<file path="config.mk">
export PLATFORM = sky130hd
export DESIGN_NAME = branch_unit_bht
export DESIGN_NICKNAME = d
export VERILOG_FILES = /design/src/rtl/branch_unit_bht.sv
export SDC_FILE = /design/constraint.sdc
export NUM_CORES = 1
export LEC_CHECK = 0
export ABC_CLOCK_PERIOD_IN_PS = 7700
export CAP_MARGIN = 30
export CORE_MARGIN = 2
export CORE_UTILIZATION = 49
export CTS_CLUSTER_DIAMETER = 80
export DETAILED_ROUTE_END_ITERATION = 10
export PLACE_DENSITY = 0.77
export REMOVE_ABC_BUFFERS = 1
export SYNTH_ARGS = -nofsm -noshare
export SYNTH_HDL_FRONTEND = slang
export SYNTH_SLANG_ARGS = --single-unit
export TNS_END_PERCENT = 100
</file>
<file path="constraint.sdc">
create_clock -name clk -period 7.7 [get_ports clk]
set_input_delay 0.77 -clock clk [delete_from_list [all_inputs] [get_ports clk]]
set_output_delay 0.77 -clock clk [all_outputs]
set_load 0.02 [all_outputs]
</file>
<file path="src/rtl/branch_unit_bht.sv">
// rtl/branch_unit_bht.sv - EX-stage branch resolver with 2-bit BHT predictor, registered redirect and stats
module branch_unit_bht #(
    parameter int XLEN      = 16,
    parameter int BHT_DEPTH = 64,
    parameter int PC_SHIFT  = 1,
    parameter int BHT_INIT  = 1,
    parameter int CNT_W     = 16
) (
    input  logic             clk,
    input  logic             rst,
    input  logic [XLEN-1:0]  if_pc,
    output logic             if_pred_taken,
    input  logic             ex_valid,
    input  logic             ex_branch,
    input  logic             ex_jump,
    input  logic [2:0]       ex_funct3,
    input  logic [XLEN-1:0]  ex_rs1,
    input  logic [XLEN-1:0]  ex_rs2,
    input  logic [XLEN-1:0]  ex_pc,
    input  logic             ex_pred_taken,
    output logic             redirect,
    output logic             redirect_taken,
    output logic [CNT_W-1:0] branch_cnt,
    output logic [CNT_W-1:0] mispred_cnt
);
    localparam int         IDX_W    = $clog2(BHT_DEPTH);
    localparam logic [1:0] CTR_INIT = 2'(BHT_INIT);

    logic [1:0]       bht_q [BHT_DEPTH];
    logic             redirect_q, redirect_d;
    logic             redirect_taken_q, redirect_taken_d;
    logic [CNT_W-1:0] branch_cnt_q, branch_cnt_d;
    logic [CNT_W-1:0] mispred_cnt_q, mispred_cnt_d;

    logic [IDX_W-1:0] if_idx, ex_idx;
    logic             cond, cond_legal, actual, active, mispredict, counted, bht_upd;

    // Shifting the whole PC before truncating keeps the index a plain bit slice.
    assign if_idx        = IDX_W'(if_pc >> PC_SHIFT);
    assign ex_idx        = IDX_W'(ex_pc >> PC_SHIFT);
    assign if_pred_taken = bht_q[if_idx][1];

    always_comb begin
        cond       = 1'b0;
        cond_legal = 1'b1;
        case (ex_funct3)
            3'b000:  cond = (ex_rs1 == ex_rs2);
            3'b001:  cond = (ex_rs1 != ex_rs2);
            3'b100:  cond = ($signed(ex_rs1) <  $signed(ex_rs2));
            3'b101:  cond = ($signed(ex_rs1) >= $signed(ex_rs2));
            3'b110:  cond = (ex_rs1 <  ex_rs2);
            3'b111:  cond = (ex_rs1 >= ex_rs2);
            default: cond_legal = 1'b0;
        endcase
    end

    assign actual     = ex_jump | (ex_branch & cond);
    assign active     = ex_valid & (ex_branch | ex_jump);
    assign mispredict = active & (actual != ex_pred_taken);
    assign counted    = active & (ex_jump | cond_legal);
    assign bht_upd    = active & ex_branch & ~ex_jump & cond_legal;

    always_comb begin
        redirect_d       = mispredict;
        redirect_taken_d = actual;
        branch_cnt_d     = branch_cnt_q;
        mispred_cnt_d    = mispred_cnt_q;
        if (counted && (branch_cnt_q != {CNT_W{1'b1}})) begin
            branch_cnt_d = branch_cnt_q + 1'b1;
        end
        if (mispredict && (mispred_cnt_q != {CNT_W{1'b1}})) begin
            mispred_cnt_d = mispred_cnt_q + 1'b1;
        end
    end

    always_ff @(posedge clk or posedge rst) begin
        if (rst) begin
            redirect_q       <= 1'b0;
            redirect_taken_q <= 1'b0;
            branch_cnt_q     <= '0;
            mispred_cnt_q    <= '0;
        end else begin
            redirect_q       <= redirect_d;
            redirect_taken_q <= redirect_taken_d;
            branch_cnt_q     <= branch_cnt_d;
            mispred_cnt_q    <= mispred_cnt_d;
        end
    end

    // Saturating 2-bit counters; the IF lookup sees the pre-edge value (no bypass).
    always_ff @(posedge clk or posedge rst) begin
        if (rst) begin
            for (int i = 0; i < BHT_DEPTH; i++) begin
                bht_q[i] <= CTR_INIT;
            end
        end else if (bht_upd) begin
            if (actual && (bht_q[ex_idx] != 2'd3)) begin
                bht_q[ex_idx] <= bht_q[ex_idx] + 2'd1;
            end else if (!actual && (bht_q[ex_idx] != 2'd0)) begin
                bht_q[ex_idx] <= bht_q[ex_idx] - 2'd1;
            end
        end
    end

    assign redirect       = redirect_q;
    assign redirect_taken = redirect_taken_q;
    assign branch_cnt     = branch_cnt_q;
    assign mispred_cnt    = mispred_cnt_q;
endmodule

</file>
**Word-level counts from Yosys, hierarchy flattened**

Index checks and enable logic that the tools add are counted.

- $mul: 0
- Mux-type cells: 14
- Bitwise operators: 13
- Reduce and logical (&&, ||, !) cells: 11
- Shift operators: 0
- Add/subtract/negate cells: 4
- Divide/modulo/power cells: 0
- Equality and inequality tests: 11
- Magnitude comparators: 7

Operators with widths:

| cell | count |
|---|---|
| 128-bit bitwise mux | 2 |
| 128-bit 2-to-1 mux | 2 |
| 16-bit by 1-bit adder with 16-bit output (second input constant) | 2 |
| 16-bit >= comparator | 2 |
| 16-bit less-than comparator | 2 |
| 16-bit inequality test (second input constant) | 2 |
| 2-bit binary-select mux with 6-bit select | 2 |
| 16-bit equality test | 1 |
| 16-bit inequality test | 1 |
| 7-bit >= comparator (second input constant) | 2 |
| 6-bit NOT with 7-bit output | 2 |
| 2-bit demux with 6-bit select | 1 |
| 3-bit equality test (second input constant) | 4 |
| 2-bit 2-to-1 mux | 5 |
| 1-bit AND | 7 |
| 7-bit by 1-bit less-than comparator with 1-bit output (second input constant) | 1 |
| 1-bit case mux with 6 select lines | 1 |
| 6-bit OR reduction | 1 |
| 1-bit logical AND | 5 |
| 2-bit nonzero test | 2 |
| 3-bit by 1-bit equality test with 1-bit output (second input constant) | 1 |
| 3-bit zero test | 1 |
| 1-bit bitwise OR | 3 |
| 2-bit by 1-bit adder with 2-bit output (second input constant) | 1 |
| other kinds (7) | 7 |

- Output and inout bits: 35
- Word-level logic and storage cells: 128
- Bits in read-only memories: 0
- Memories: 0
- Bits of input ports: 73
- RAM bits: 0
- Bits in latches: 0
- Bits in registers: 162

**Longest topological paths before layout**

Gate-level depths: netlist (run 1).

- Word-level depth: 8
- Depth in mapped cells: 20

**Worst setup path after synthesis (run 1)**

OpenSTA, ideal clock, no wires.

- Path kind: input to register
- Start: input port ex_pc[1]
- End: register bht_q[99] (netlist bit)
- Library setup time: 0.125 ns
- Stages on the path: 18
- Path buffers: 5
- Arrival: 4.301 ns
- Path slack: 3.275 ns
- Cell sequence: clkbuf_1 > clkbuf_1 > buf_2 > buf_1 > o221ai_1 > o21ai_0 > o311ai_0 > o311ai_0 > nand2_1 > a221oi_1 > inv_1 > ha_1 > inv_1 > a211oi_2 > nand4b_4 > buf_2 > nor3_2 > mux2_2

- Word-level cells in the longest chain between the ends: 8
- Elaborated cells between the ends (all ways): 21
- Classes of those cells: add/sub: 2; order compare: 2; eq/ne: 1; mux: 9; bitwise: 1; reduce/logical: 6

Ends and longest elaborated chain:

| what | line | source |
|---|---|---|
| start: declaration | 19 | `input logic [XLEN-1:0] ex_pc,` |
| 6-bit NOT with 7-bit output (implied by the code) (*) | n/a |  |
| 2-bit binary-select mux with 6-bit select (tied with other cells) | n/a |  |
| 2-bit 2-to-1 mux (implied by the code) / 1-bit logical AND (equally long branches) | n/a |  |
| 2-bit 2-to-1 mux (on tied branches) | n/a |  |
| 2-bit by 1-bit subtractor with 2-bit output (tied with other cells) | 100 | `bht_q[ex_idx] <= bht_q[ex_idx] - 2'd1;` |
| 128-bit bitwise mux (tied with other cells) | 100 |  |
| 128-bit 2-to-1 mux / 2-bit nonzero test (equally long branches) | n/a |  |
| 128-bit 2-to-1 mux / 2-bit AND reduction (equally long branches) | n/a |  |
| end signal: indexed assignment | 98 | `bht_q[ex_idx] <= bht_q[ex_idx] + 2'd1;` |
| end signal: indexed assignment | 100 |  |
| end: declaration | 29 | `logic [1:0] bht_q [BHT_DEPTH];` |

Every way passes the cells marked *; elsewhere a longest branch is shown, timed or not. The select of a mux whose other input is x is not followed.
A chain may end at the register's enable or synchronous reset.

**Worst setup path after layout (run 1)**

- Start: input port ex_pc[2]
- End: register bht_q[125] (netlist bit)

The elaborated chain is that of the path after synthesis.

==> results of run 1 <==
-- report_power, final --
part,switching [mW],internal (mW)
Combinational,0.237,0.192
Clock,0.343,0.428
Sequential,0.0601,0.931
Total,0.639,1.55
-- worst max path at each step --
stage                         from                     end  slack [ns]  cells past startpoint
after detailed placement  ex_pc[2]  bht_q[125]$_DFFE_PP0P_        2.41                     15
after CTS                 ex_pc[2]  bht_q[125]$_DFFE_PP0P_        2.83                     15
after global routing      ex_pc[2]  bht_q[125]$_DFFE_PP0P_        2.59                     15
after global placement    ex_pc[2]  bht_q[125]$_DFFE_PP0P_        2.42                     15
after floorplan                rst  bht_q[101]$_DFFE_PP0P_        2.66                      1
final                     ex_pc[2]  bht_q[125]$_DFFE_PP0P_        2.80                     15
-- cell usage after synthesis, types with 3 or more instances --
| master | count | area, sq um |
|---|---|---|
| a211oi_1 | 3 | 22.5 |
| a21o_1 | 3 | 22.5 |
| a21oi_1 | 11 | 55.1 |
| a221oi_1 | 3 | 26.3 |
| a22oi_1 | 4 | 30.0 |
| and2_1 | 6 | 37.5 |
| and3_1 | 15 | 93.8 |
| buf_1 | 8 | 30.0 |
| buf_2 | 16 | 80.1 |
| clkbuf_1 | 24 | 90.1 |
| dfrtp_1 | 98 | 2450 |
| dfstp_2 | 64 | 1680 |
| ha_1 | 20 | 250 |
| inv_1 | 30 | 113 |
| mux2_1 | 87 | 980 |
| mux2_2 | 50 | 563 |
| mux2i_1 | 19 | 190 |
| mux4_2 | 36 | 811 |
| nand2_1 | 36 | 135 |
| nand2b_1 | 7 | 43.8 |
| nand3_1 | 9 | 45.0 |
| nand4_1 | 32 | 200 |
| nor2_1 | 20 | 75.1 |
| nor2b_1 | 7 | 43.8 |
| nor3_1 | 12 | 60.1 |
| nor3_2 | 30 | 300 |
| o21ai_0 | 13 | 65.1 |
| o221ai_1 | 6 | 52.6 |
| o22ai_1 | 13 | 81.3 |
| or3_1 | 7 | 43.8 |
| xnor2_1 | 24 | 210 |
| xor2_1 | 7 | 61.3 |
-- metal layers --
layer / track usage [%] / up-vias / part of all wire, %
li1: - / 2982 / -
met1: 31.3 / 3377 / 42
met2: 36.9 / 237 / 48
met3: 4.18 / 60 / 6.0
met4: 10.9 / 0 / 3.7
met5: 0 / - / 0
-- logic make-up after synthesis --
logic type | after synthesis | synth area share, %
flops | 162 | 44.4
buf+inv | 79 | 3.44
xor+xnor | 32 | 3.09
compound gates | 77 | 5.89
fa+ha+maj | 20 | 2.69
simple gates | 194 | 13.1
mux | 192 | 27.3
-- area by class of cell --
type,count,area share (%)
clock buffers,23,4.28
inverters,30,1.08
multi-input cells,515,44.5
repair buffers,103,9.15
well taps,234,2.68
clock inverters,9,0.560
flip-flops and latches,162,37.8
==> flow_summary.yaml, run 1 <==
cells_and_area:
  layout-drive-gt1-share_pct: 28.5
  antenna_cells: 0
  layout_commonest_cell: "dfrtp_1"
  final_area_sq_um: 10900
  fillCellCount: 1487
  layout.nets: 922
  utilization_pct: 58.7
  instances_no_fill: 1076
  regArea_sq_um: 4130
  multiInputGateArea_sq_um: 4870
  area_delta_synth_final_pct: 17.6
  final_cell_mix: "98 x dfrtp_1, 87 x mux2_1, 85 x clkdlybuf4s50_1, 64 x dfstp_2, 50 x mux2_2"
worst_setup_path:
  critical_path_class: "primary input to register"
  worstReg2RegStart: "bht_q[3]$_DFFE_PP0P_"
  crit_buf_inv: 4
  path_cells: "buf_2, buf_4, mux4_2, o21ai_0, o311ai_0, o311ai_0, nand2_1, a221oi_1, inv_1, ha_1, inv_1, a211oi_2, nand4b_4, or3_1, mux2_1"
  r2r_slack_ns: 3.59
  cpPeakStageDelay_ns: 0.61
  critical_path.endpoint_type: "register"
  slowest_stage: "nand4b_4"
  rr_endpoint: "bht_q[125]$_DFFE_PP0P_"
  r2r_cells: 13
  critPathTopFamily: "simple AND/OR/NAND/NOR gates"
  required_ns: 8.01
  start_kind: "primary input"
  path_max_fanout: 24
  worstPathArrival_ns: 5.21
floorplan:
  fp-row-count: 50
  num_io_pins: 108
  die_y_um: 142
  floorplan.die_area_sq_um: 20100
  core_area_sq_um: 18600
  die_x_um: 142
  initial_utilization_pct: 49.9
route:
  vias_per_cell: 6.19
  ant_nets: 0
  wire_per_inst_um: 21.0
  drcViolationCount: 0
  drt-initial-drc-count: 457
  wl_mm: 22.6
  via_count: 6656
  drtPass1Iterations: 7
hold_path:
  hold_end: "branch_cnt[7]$_DFFE_PP0P_"
  worstHoldPathType: "register to register"
  min_from: "branch_cnt[7]$_DFFE_PP0P_"
  hold_path_depth: 1
timing:
  tns_ns: 0
  rsz0062_at_grt: "no"
  hold_viol: 0
  tightest_slew_ns: 1.02
  period_share_pct: 63.6
  fin_skew_ns: 0.0105
  setup_viol: 0
  fin_ws_ns: 2.80
  timing.fmax_mhz: 204
  min_period_ns: 4.90
  slew_headroom_pct: 31.7
  whs_ns: 0.493
  slew_violations: 0
synth:
  ys_types: 58
  async_flop_share_pct: 100
  ys_warn_count: 0
  syn_inst: 756
  synth_area_sq_um: 9300
  ys_ff_latch: 162
  seq_area_frac_synth_pct: 44.4
  synth_ff_type: "dfrtp_1"
  avgSynthCellArea_sq_um: 12.3
  synth_edf_count: 0
run_status:
  outcome: "finished, final reports clean"
cts:
  cts_tree: "yes"
  cts-buffers-inserted: 17
  ctsResizeCount: 0
  cts_sinks: 162
  clk_latency_ns: 0.43
  cts-hold-fix-buffers: 0
  clock_path_buffers: 2
  clockRootBuffer: "clkbuf_16"
  clk_pin_slew_ns: 0.06
  postCtsSetupBuffers: 0
  htreeDepth: 4
global_route:
  grt_pass1_wl_mm: 36.1
  grt_max_degree: 88
  grt_pass1_vias: 6684
  antenna_found_initial: 0
  grt_usage_pct: 23.3
  globalRouteOverflowTotal: 0
place:
  placed_cells: 1043
  place_congestion: 0.843
  io_buffers: 87
  place_area_sq_um: 10400
  dp_slack_ns: 2.41
  dp_hpwl_mm: 15.0
power_and_ir_drop:
  ir_worst_vdd_mv: 0.164
  p_leak_nw: 4.74
  power.total_mw: 2.19
  powerDensity_nw_per_um2: 200
job:
  max_cap_violations: 0
(Power assumes the default switching activity.)
==> run 2: changes to the inputs <==
Settings changed: ABC_CLOCK_PERIOD_IN_PS 7700 to 4100, PLACE_DENSITY 0.77 to 0.8.
Clock period 7.7 ns to 4.1 ns, I/O delays scaled along.
==> run 2 against run 1 <==
Net effect:
- critical path depth up 3
- register-to-register slack worse by 3.2 ns
- non-clock buffer count up 37
- sequential power up 89%
- via count up 3.1%
- die area unchanged
- clock skew about the same
- routed wire length up 5.2%
- sequential share of layout area down 1.5 points
- hold slack worse by 0.037 ns
- clock power up 130%
- worst setup slack worse by 2.6 ns
==> flow_summary.yaml, run 2 (synthesized netlist as in run 1, its figures left out) <==
cells_and_area:
  antenna_cells: 0
  area_delta_synth_final_pct: 22.5
  layout-drive-gt1-share_pct: 31.9
  layout_commonest_cell: "dfrtp_1"
  utilization_pct: 61.1
  final_cell_mix: "98 x dfrtp_1, 87 x mux2_1, 85 x clkdlybuf4s50_1, 64 x dfstp_2, 50 x mux2_2"
  final_area_sq_um: 11400
  layout.nets: 959
global_route:
  grt_max_degree: 74
  grt_usage_pct: 24.7
  globalRouteOverflowTotal: 0
  grt_pass1_vias: 7054
  grt_pass1_wl_mm: 38.5
  antenna_found_initial: 0
cts:
  clock_path_buffers: 2
  ctsResizeCount: 0
  cts-hold-fix-buffers: 0
  cts-buffers-inserted: 17
  clk_pin_slew_ns: 0.06
  cts_tree: "yes"
  postCtsSetupBuffers: 0
  clk_latency_ns: 0.43
  htreeDepth: 4
  clockRootBuffer: "clkbuf_16"
  cts_sinks: 162
worst_setup_path:
  path_max_fanout: 12
  worstPathArrival_ns: 4.21
  worstReg2RegStart: "bht_q[3]$_DFFE_PP0P_"
  startpoint: "ex_pc[1]"
  required_ns: 4.41
  critical_path.endpoint_type: "register"
  r2r_cells: 16
  rr_endpoint: "bht_q[65]$_DFFE_PP0P_"
  start_kind: "primary input"
  critical_path_class: "primary input to register"
  cp-endpoint: "bht_q[65]$_DFFE_PP0P_"
  r2r_slack_ns: 0.44
power_and_ir_drop:
  power.total_mw: 4.50
  powerDensity_nw_per_um2: 395
  ir_worst_vdd_mv: 0.374
  p_leak_nw: 5.01
floorplan:
  die_y_um: 142
  num_io_pins: 108
  floorplan.die_area_sq_um: 20100
  fp-row-count: 50
  initial_utilization_pct: 49.9
  die_x_um: 142
  core_area_sq_um: 18600
timing:
  fin_skew_ns: 0.0104
  period_share_pct: 95.0
  setup_viol: 0
  slew_violations: 0
  slew_headroom_pct: 38.1
  timing.fmax_mhz: 257
  rsz0062_at_grt: "no"
  min_period_ns: 3.90
  tightest_slew_ns: 0.925
  tns_ns: 0
  whs_ns: 0.456
  hold_viol: 0
job:
  max_cap_violations: 0
route:
  drtPass1Iterations: 5
  wl_mm: 23.8
  wire_per_inst_um: 21.4
  drcViolationCount: 0
  ant_nets: 0
  via_count: 6862
  drt-initial-drc-count: 550
  vias_per_cell: 6.17
place:
  place_congestion: 0.871
  dp_hpwl_mm: 16.6
  place_area_sq_um: 10700
  io_buffers: 87
hold_path:
  worstHoldPathType: "primary input to async pin"
run_status:
  outcome: "finished, final reports clean"
==> run 2: changes by cell type in the layout (fill, tap and decap cells not counted), sizes merged <==
cell	delta
clkbuf	-4
inv	+2
bufinv	+5
clkinvlp	-3
buf	+37
==> run 2: area by class of cell <==
class | instances | area, sq um
fillers | 1469 | 7250
multi-input cells | 515 | 4870
flip-flops and latches | 162 | 4130
repair buffers | 140 | 1330
clock buffers | 19 | 443
well taps | 234 | 293
clock inverters | 13 | 206
inverters | 30 | 118
==> run 2: worst min-delay path by stage <==
stage / from / endpoint / depth (start not counted)
floorplan: bht_q[51]$_DFFE_PP0P_ / bht_q[51]$_DFFE_PP0P_ / 1
global placement: branch_cnt[5]$_DFFE_PP0P_ / branch_cnt[5]$_DFFE_PP0P_ / 1
detailed placement: branch_cnt[7]$_DFFE_PP0P_ / branch_cnt[7]$_DFFE_PP0P_ / 1
CTS: rst / mispred_cnt[4]$_DFFE_PP0P_ / 2
global route: rst / mispred_cnt[4]$_DFFE_PP0P_ / 2
finish: rst / mispred_cnt[4]$_DFFE_PP0P_ / 2
==> run 2: through the flow <==
stage | worst slack (ns) | cells
after CTS | 0.274 | 1113
after floorplan | -0.581 | 707
after global placement | -0.117 | 1081
after global routing | 0.0785 | 1113
final | 0.203 | 1113
after detailed placement | -0.155 | 1081
==> run 2: power breakdown <==
| part | internal [mW] | total [mW] | leakage [nW] | switching [mW] |
|---|---|---|---|---|
| Combinational | 0.401 | 0.858 | 2.69 | 0.457 |
| Sequential | 1.75 | 1.87 | 2.00 | 0.119 |
| Clock | 1.10 | 1.77 | 0.314 | 0.671 |
| Total | 3.25 | 4.50 | 5.01 | 1.25 |
==> run 2: layer usage <==
layer	routed length [um]	track usage [%]
met1	10000	32.8
met2	11400	39.2
met3	1490	5.23
met4	864	11.5
met5	0	0
==> run 2: critical path: stages <==
cell and delay [ns]:
clkdlybuf4s50_1 0.46, buf_4 0.18, mux4_2 0.52, a211oi_1 0.33, a211oi_1 0.11, a21oi_1 0.18, nor2_1 0.06, a221oi_1 0.21
buf_4 0.17, inv_1 0.04, ha_1 0.18, inv_1 0.07, a211oi_2 0.05, nand4b_4 0.20, buf_12 0.18, buf_4 0.20
nor3_2 0.28, mux2_1 0.36
